**src/rtl/grid_board_ctrl_pkg.sv**
```systemverilog
// ---------------------------------------------------------------------------
// grid_board_ctrl_pkg
// Shared constants and types for the on-screen 8x8 block grid.
// The geometry constants are common to the grid decoder, the renderer and
// the board controller, so they live in one place.
// ---------------------------------------------------------------------------
package grid_board_ctrl_pkg;

    localparam int GRID_CELLS = 64;
    localparam int GRID_COLS  = 8;
    localparam int CELL_PX    = 10;
    localparam int GRID_X0    = 200;
    localparam int GRID_Y0    = 200;

    // The highest decoder index that still lands on a cell.
    localparam logic [7:0] GRID_LAST_BLOCK = 8'd64;

    // The last cell index that a clear sweep writes.
    localparam logic [5:0] GRID_LAST_IDX = 6'd63;

    // Meaning of a 2-bit cell value.
    typedef enum logic [1:0] {
        EMPTY  = 2'd0,
        P1     = 2'd1,
        P2     = 2'd2,
        CURSOR = 2'd3
    } cell_t;

    // Board controller sequencing states.
    typedef enum logic {
        IDLE  = 1'b0,
        CLEAR = 1'b1
    } state_t;

endpackage

```
**src/rtl/grid_board_ctrl_arb.sv**
```systemverilog
// ---------------------------------------------------------------------------
// grid_rr_arb2
// Two-way round-robin arbiter with enable. The grant decision is
// combinational, and the index of the last winner is remembered so that a
// tie goes to the other requester. Immediately after reset requester 0 wins
// the first tie.
//
// Ports:
//   i_clk, i_rst_n  clock and asynchronous active-low reset
//   i_en            arbitration allowed this cycle
//   i_req0, i_req1  request lines
//   o_gnt_idx       index of the winning requester (valid with o_gnt_vld)
//   o_gnt_vld       a grant is being issued this cycle
// ---------------------------------------------------------------------------
module grid_rr_arb2 (
    input  logic i_clk,
    input  logic i_rst_n,
    input  logic i_en,
    input  logic i_req0,
    input  logic i_req1,
    output logic o_gnt_idx,
    output logic o_gnt_vld
);

    logic r_rr_last;

    // Pick a winner. On a tie, the requester that did not win last time wins.
    always_comb begin
        o_gnt_vld = 1'b0;
        o_gnt_idx = 1'b0;
        if (i_en) begin
            if (i_req0 && i_req1) begin
                o_gnt_vld = 1'b1;
                o_gnt_idx = ~r_rr_last;
            end else if (i_req0) begin
                o_gnt_vld = 1'b1;
                o_gnt_idx = 1'b0;
            end else if (i_req1) begin
                o_gnt_vld = 1'b1;
                o_gnt_idx = 1'b1;
            end
        end
    end

    // Reset to 1 so that requester 0 wins the first tie.
    always_ff @(posedge i_clk or negedge i_rst_n) begin
        if (!i_rst_n) begin
            r_rr_last <= 1'b1;
        end else if (o_gnt_vld) begin
            r_rr_last <= o_gnt_idx;
        end
    end

endmodule

```
**src/rtl/grid_board_ctrl.sv**
```systemverilog
// ---------------------------------------------------------------------------
// grid_board_ctrl
// Holds the 8x8 board state that the block grid renders. It serves the pixel
// path with a read latency of one cycle. It shares the single write port
// between two requesters, and it sequences a full-board clear.
//
// Ports:
//   i_clk, i_rst_n            pixel clock, asynchronous active-low reset
//   i_block                   decoder index; 1..64 selects a cell, others are outside
//   o_pix_cell                registered cell value for the current pixel
//   i_clr_start / o_clr_busy  clear request pulse / a clear is in progress
//   i_reqN, i_addrN, i_dataN  write request N, held until it is granted
//   o_gntN                    one-cycle pulse on the edge where write N commits
// ---------------------------------------------------------------------------
module grid_board_ctrl
    import grid_board_ctrl_pkg::*;
#(
    parameter int                CELL_W  = 2,
    parameter logic [CELL_W-1:0] CLR_VAL = '0,
    parameter bit                SAFE_WR = 1'b1
) (
    input  logic              i_clk,
    input  logic              i_rst_n,
    input  logic [7:0]        i_block,
    output logic [CELL_W-1:0] o_pix_cell,
    input  logic              i_clr_start,
    output logic              o_clr_busy,
    input  logic              i_req0,
    input  logic [5:0]        i_addr0,
    input  logic [CELL_W-1:0] i_data0,
    output logic              o_gnt0,
    input  logic              i_req1,
    input  logic [5:0]        i_addr1,
    input  logic [CELL_W-1:0] i_data1,
    output logic              o_gnt1
);

    logic [CELL_W-1:0] r_mem [GRID_CELLS];
    logic [CELL_W-1:0] r_pix;
    logic              r_gnt0;
    logic              r_gnt1;
    logic [5:0]        r_clr_idx;
    state_t            r_state;
    state_t            w_next_state;

    logic              w_in_grid;
    logic [5:0]        w_rd_addr;
    logic              w_wr_ok;
    logic              w_arb_en;
    logic              w_gnt_idx;
    logic              w_gnt_vld;

    // Block 64 wraps to address 63 within the 6-bit subtraction.
    assign w_in_grid = (i_block != 8'd0) && (i_block <= GRID_LAST_BLOCK);
    assign w_rd_addr = i_block[5:0] - 6'd1;

    // With SAFE_WR set, writes wait until the beam is outside the grid.
    // A clear start wins over a grant in the same cycle.
    assign w_wr_ok  = !SAFE_WR || !w_in_grid;
    assign w_arb_en = w_wr_ok && (r_state == IDLE) && !i_clr_start;

    grid_rr_arb2 u_arb (
        .i_clk     (i_clk),
        .i_rst_n   (i_rst_n),
        .i_en      (w_arb_en),
        .i_req0    (i_req0),
        .i_req1    (i_req1),
        .o_gnt_idx (w_gnt_idx),
        .o_gnt_vld (w_gnt_vld)
    );

    // IDLE waits for a clear command. CLEAR sweeps all 64 cells once,
    // then returns to IDLE.
    always_comb begin
        w_next_state = r_state;
        case (r_state)
            IDLE:    if (i_clr_start) w_next_state = CLEAR;
            CLEAR:   if (r_clr_idx == GRID_LAST_IDX) w_next_state = IDLE;
            default: w_next_state = IDLE;
        endcase
    end

    // Storage, pixel read, grant pulses and the clear sweep.
    // The read samples the old cell contents, so a write on the same edge
    // shows up on the following read.
    always_ff @(posedge i_clk or negedge i_rst_n) begin
        if (!i_rst_n) begin
            for (int i = 0; i < GRID_CELLS; i++) begin
                r_mem[i] <= '0;
            end
            r_pix     <= '0;
            r_gnt0    <= 1'b0;
            r_gnt1    <= 1'b0;
            r_clr_idx <= '0;
            r_state   <= IDLE;
        end else begin
            r_state <= w_next_state;
            r_pix   <= w_in_grid ? r_mem[w_rd_addr] : '0;
            r_gnt0  <= w_gnt_vld && !w_gnt_idx;
            r_gnt1  <= w_gnt_vld && w_gnt_idx;
            if (r_state == CLEAR) begin
                r_mem[r_clr_idx] <= CLR_VAL;
                r_clr_idx        <= (r_clr_idx == GRID_LAST_IDX) ? 6'd0 : r_clr_idx + 6'd1;
            end else begin
                if (i_clr_start) begin
                    r_clr_idx <= '0;
                end
                if (w_gnt_vld) begin
                    if (w_gnt_idx) begin
                        r_mem[i_addr1] <= i_data1;
                    end else begin
                        r_mem[i_addr0] <= i_data0;
                    end
                end
            end
        end
    end

    assign o_pix_cell = r_pix;
    assign o_gnt0     = r_gnt0;
    assign o_gnt1     = r_gnt1;
    assign o_clr_busy = (r_state == CLEAR);

endmodule

```
**config.mk**
```make
export PLATFORM = sky130hd
export DESIGN_NAME = grid_board_ctrl
export DESIGN_NICKNAME = d
export VERILOG_FILES = /design/src/rtl/grid_board_ctrl_pkg.sv /design/src/rtl/grid_board_ctrl_arb.sv /design/src/rtl/grid_board_ctrl.sv
export SDC_FILE = /design/constraint.sdc
export NUM_CORES = 1
export LEC_CHECK = 0
export ABC_CLOCK_PERIOD_IN_PS = 5300
export CAP_MARGIN = 20
export CORE_ASPECT_RATIO = 1.5
export CORE_MARGIN = 2
export CORE_UTILIZATION = 55
export DETAILED_ROUTE_END_ITERATION = 8
export PLACE_DENSITY = 0.82
export SYNTH_ARGS = -nofsm -noshare
export SYNTH_HDL_FRONTEND = slang
export SYNTH_SLANG_ARGS = --single-unit
```
**constraint.sdc**
```tcl
create_clock -name i_clk -period 5.3 [get_ports i_clk]
set_clock_uncertainty 0.2 [all_clocks]
set_input_delay 1.06 -clock i_clk [delete_from_list [all_inputs] [get_ports i_clk]]
set_output_delay 1.06 -clock i_clk [all_outputs]
set_load 0.03 [all_outputs]
```
==> flow_metrics.tcl <==
set metrics [dict create \
    yosys_warnings 0 \
    overflow 0 \
    ys_seq_elements 140 \
    netlist_area_sq_um 10300 \
    n_fill_cell 1617 \
    cts-buffers-inserted 17 \
    via_per_inst 7.68 \
    dr.pass1.iters 9 \
    rows 61 \
    yosysTopAreaCellShare_pct 33.7 \
    htreeDepth 4 \
    nets 1220 \
    wl_per_cell_microns 26.7 \
    syn2layout_area_growth_pct 9.36 \
    relSlewSlack_pct 15.7 \
    syn_inst 1246 \
    crit_type "in -> reg" \
    cap_violations 0 \
    stdcell_area_sq_um 11300 \
    synth_edf_count 0 \
    hold_viol 0 \
    yosysSeqAreaShare_pct 34.0 \
    synth_common_cells "nor2_1, nor3_1, dfrtp_1, o2bb2ai_1, a31oi_1" \
    worstMarginPinSlew_ns 1.26 \
    post_cts_resize_count 0 \
    setup_viol 0 \
    gp_congestion 0.989 \
    ctsHoldBuffers 0 \
    startpoint_type "input port" \
    ios 34 \
    cts_setup_buffers 0 \
    post_dp_cell_area_sq_um 10700 \
    grt_first_pass_wirelength_microns 59300 \
    seq_area_sq_um 3510 \
    async_reset_ff_share_pct 100 \
    maxSlewViolCount 0 \
    drive_gt1_share_pct 9.08 \
    peakVddDrop_mv 0.244 \
    synth_top_area_cell "dfrtp_1" \
    end_kind "flop" \
    powerDensity_nw_per_um2 274 \
    clk_pin_slew_ns 0.05 \
    crit_fanout 89 \
    fp.dieH_microns 172 \
    total_power_uw 3090 \
    min_period_over_period_pct 78.9 \
    cts_max_path_buffers 2 \
    synth_fp_nets 1278 \
    synth_area_leaders "dfrtp_1, o2bb2ai_1, nor3_1" \
    antenna_cells 0 \
    fin_tns_setup_ns 0 \
    root_buffer "clkbuf_16" \
    dpl.hpwl_microns 25300 \
    routed_wl_microns 38700 \
    utilization_pct 61.0 \
    status "complete, no violations" \
    portBuffers 33 \
    via_count 11200 \
    yosysUniqueCellTypes 46 \
    clock_latency_ns 0.45 \
    crit_arrival_ns 4.34 \
    multi_input_area_sq_um 6250 \
    antenna_found_initial 0 \
    grt_start_max_net_pins 152 \
    power_leakage_uw 0.00393 \
    first_iter_violations 2071 \
    avgSynthCellArea_sq_um 8.27 \
    start_util_pct 55.8 \
    post-route-min-period_ns 4.18 \
    die-area_sq_um 19900 \
    worstHoldPathType "reg -> reg" \
    coreArea_sq_um 18500 \
    ant_nets 0 \
    gr-usage-all-layers_pct 39.6 \
    cts_sinks 140 \
    ys.flop_type "dfrtp_1" \
    cts_tree "yes" \
    grt_pass1_vias 10600 \
    crit_required_ns 5.46 \
    yosysMostFrequentCell "nor2_1" \
    die_w_microns 116 \
    rsz0062_at_grt "false" \
    timing.fmax_mhz 239 \
    drc_errors 0 \
    r2r_slack_ns 2.10 \
]
==> metal layers <==
metal  share of wire (%)  vias up  global-route usage, %
met5                   0        -                      0
met4                  10        0                   32.1
met3                  12      322                   9.20
met2                  44      967                   59.5
met1                  34     5162                   48.2
li1                    -     4707                      -
==> power by group <==
group	total [uW]	switching (uW)	internal, uW	leakage [uW]
clock network	1250	494	755	0.000300
registers	1160	52.9	1110	0.00194
logic	683	486	197	0.00169
total	3090	1030	2060	0.00393
==> cell type report <==
type	count	share of cell area [%]
well taps	252	2.80
inverters	7	0.300
multi-input cells	962	55.4
repair buffers	60	5.01
flip-flops and latches	140	31.1
clock buffers	23	4.42
clock inverters	9	0.966
==> state kept, by name, summed over array words and instances (netlist names) <==
register,flops
u_arb.r_rr_last,1
o_gnt1,1
o_gnt0,1
o_pix_cell,2
r_clr_idx,6
r_mem,128
o_clr_busy,1
==> critical path: stages <==
cell and delay, ns:
clkdlybuf4s50_1 0.56, or4b_1 0.62, o21a_1 0.24, o31ai_4 0.31, buf_4 0.80, nor3_1 0.15
o22ai_1 0.35, o2bb2ai_1 0.16
==> layout by cell type, fill, tap and decap left out, types with 16 or more instances in the layout <==
cell type and n:
a21oi_1 68, o221ai_1 24, dfrtp_1 138, mux2i_1 28, nor3_1 157, nor3b_1 17, buf_4 23, nand3_1 16
mux4_2 26, clkbuf_16 17, clkdlybuf4s50_1 31, nand2_1 64, o22ai_1 42, a31oi_1 118, o2bb2ai_1 122, nor2_1 164
==> through the flow <==
stage / instances / hold slack, ns / setup slack, ns
floorplan: 1246 / 0.251 / 1.46
global placement: 1420 / 0.267 / 0.864
detailed placement: 1420 / 0.273 / 0.795
CTS: 1452 / 0.286 / 1.24
global route: 1453 / 0.298 / 1.02
finish: 1453 / 0.285 / 1.12
==> final timing paths <==
path / start / endpoint / cells after the start
setup / recovery: i_block[4] / r_mem[81] / 8
max in group asynchronous: i_rst_n / r_mem[36] / 2
min in group asynchronous: i_rst_n / r_mem[63] / 1
hold reg to reg: r_mem[84] / r_mem[84] / 1
setup reg to reg: o_clr_busy / r_mem[107] / 8
hold / removal: r_mem[84] / r_mem[84] / 1
==> cells by family after synthesis <==
family                   share of synthesized area (%)
flip-flops                                        34.0
AND/OR/NAND/NOR                                   21.9
buffers and inverters                             5.62
AO/OA/AOI/OAI                                     29.1
XOR/XNOR                                         0.510
multiplexers                                      8.51
adder cells (fa/ha/maj)                          0.364
Note: power is estimated with default switching activity, not from simulation.
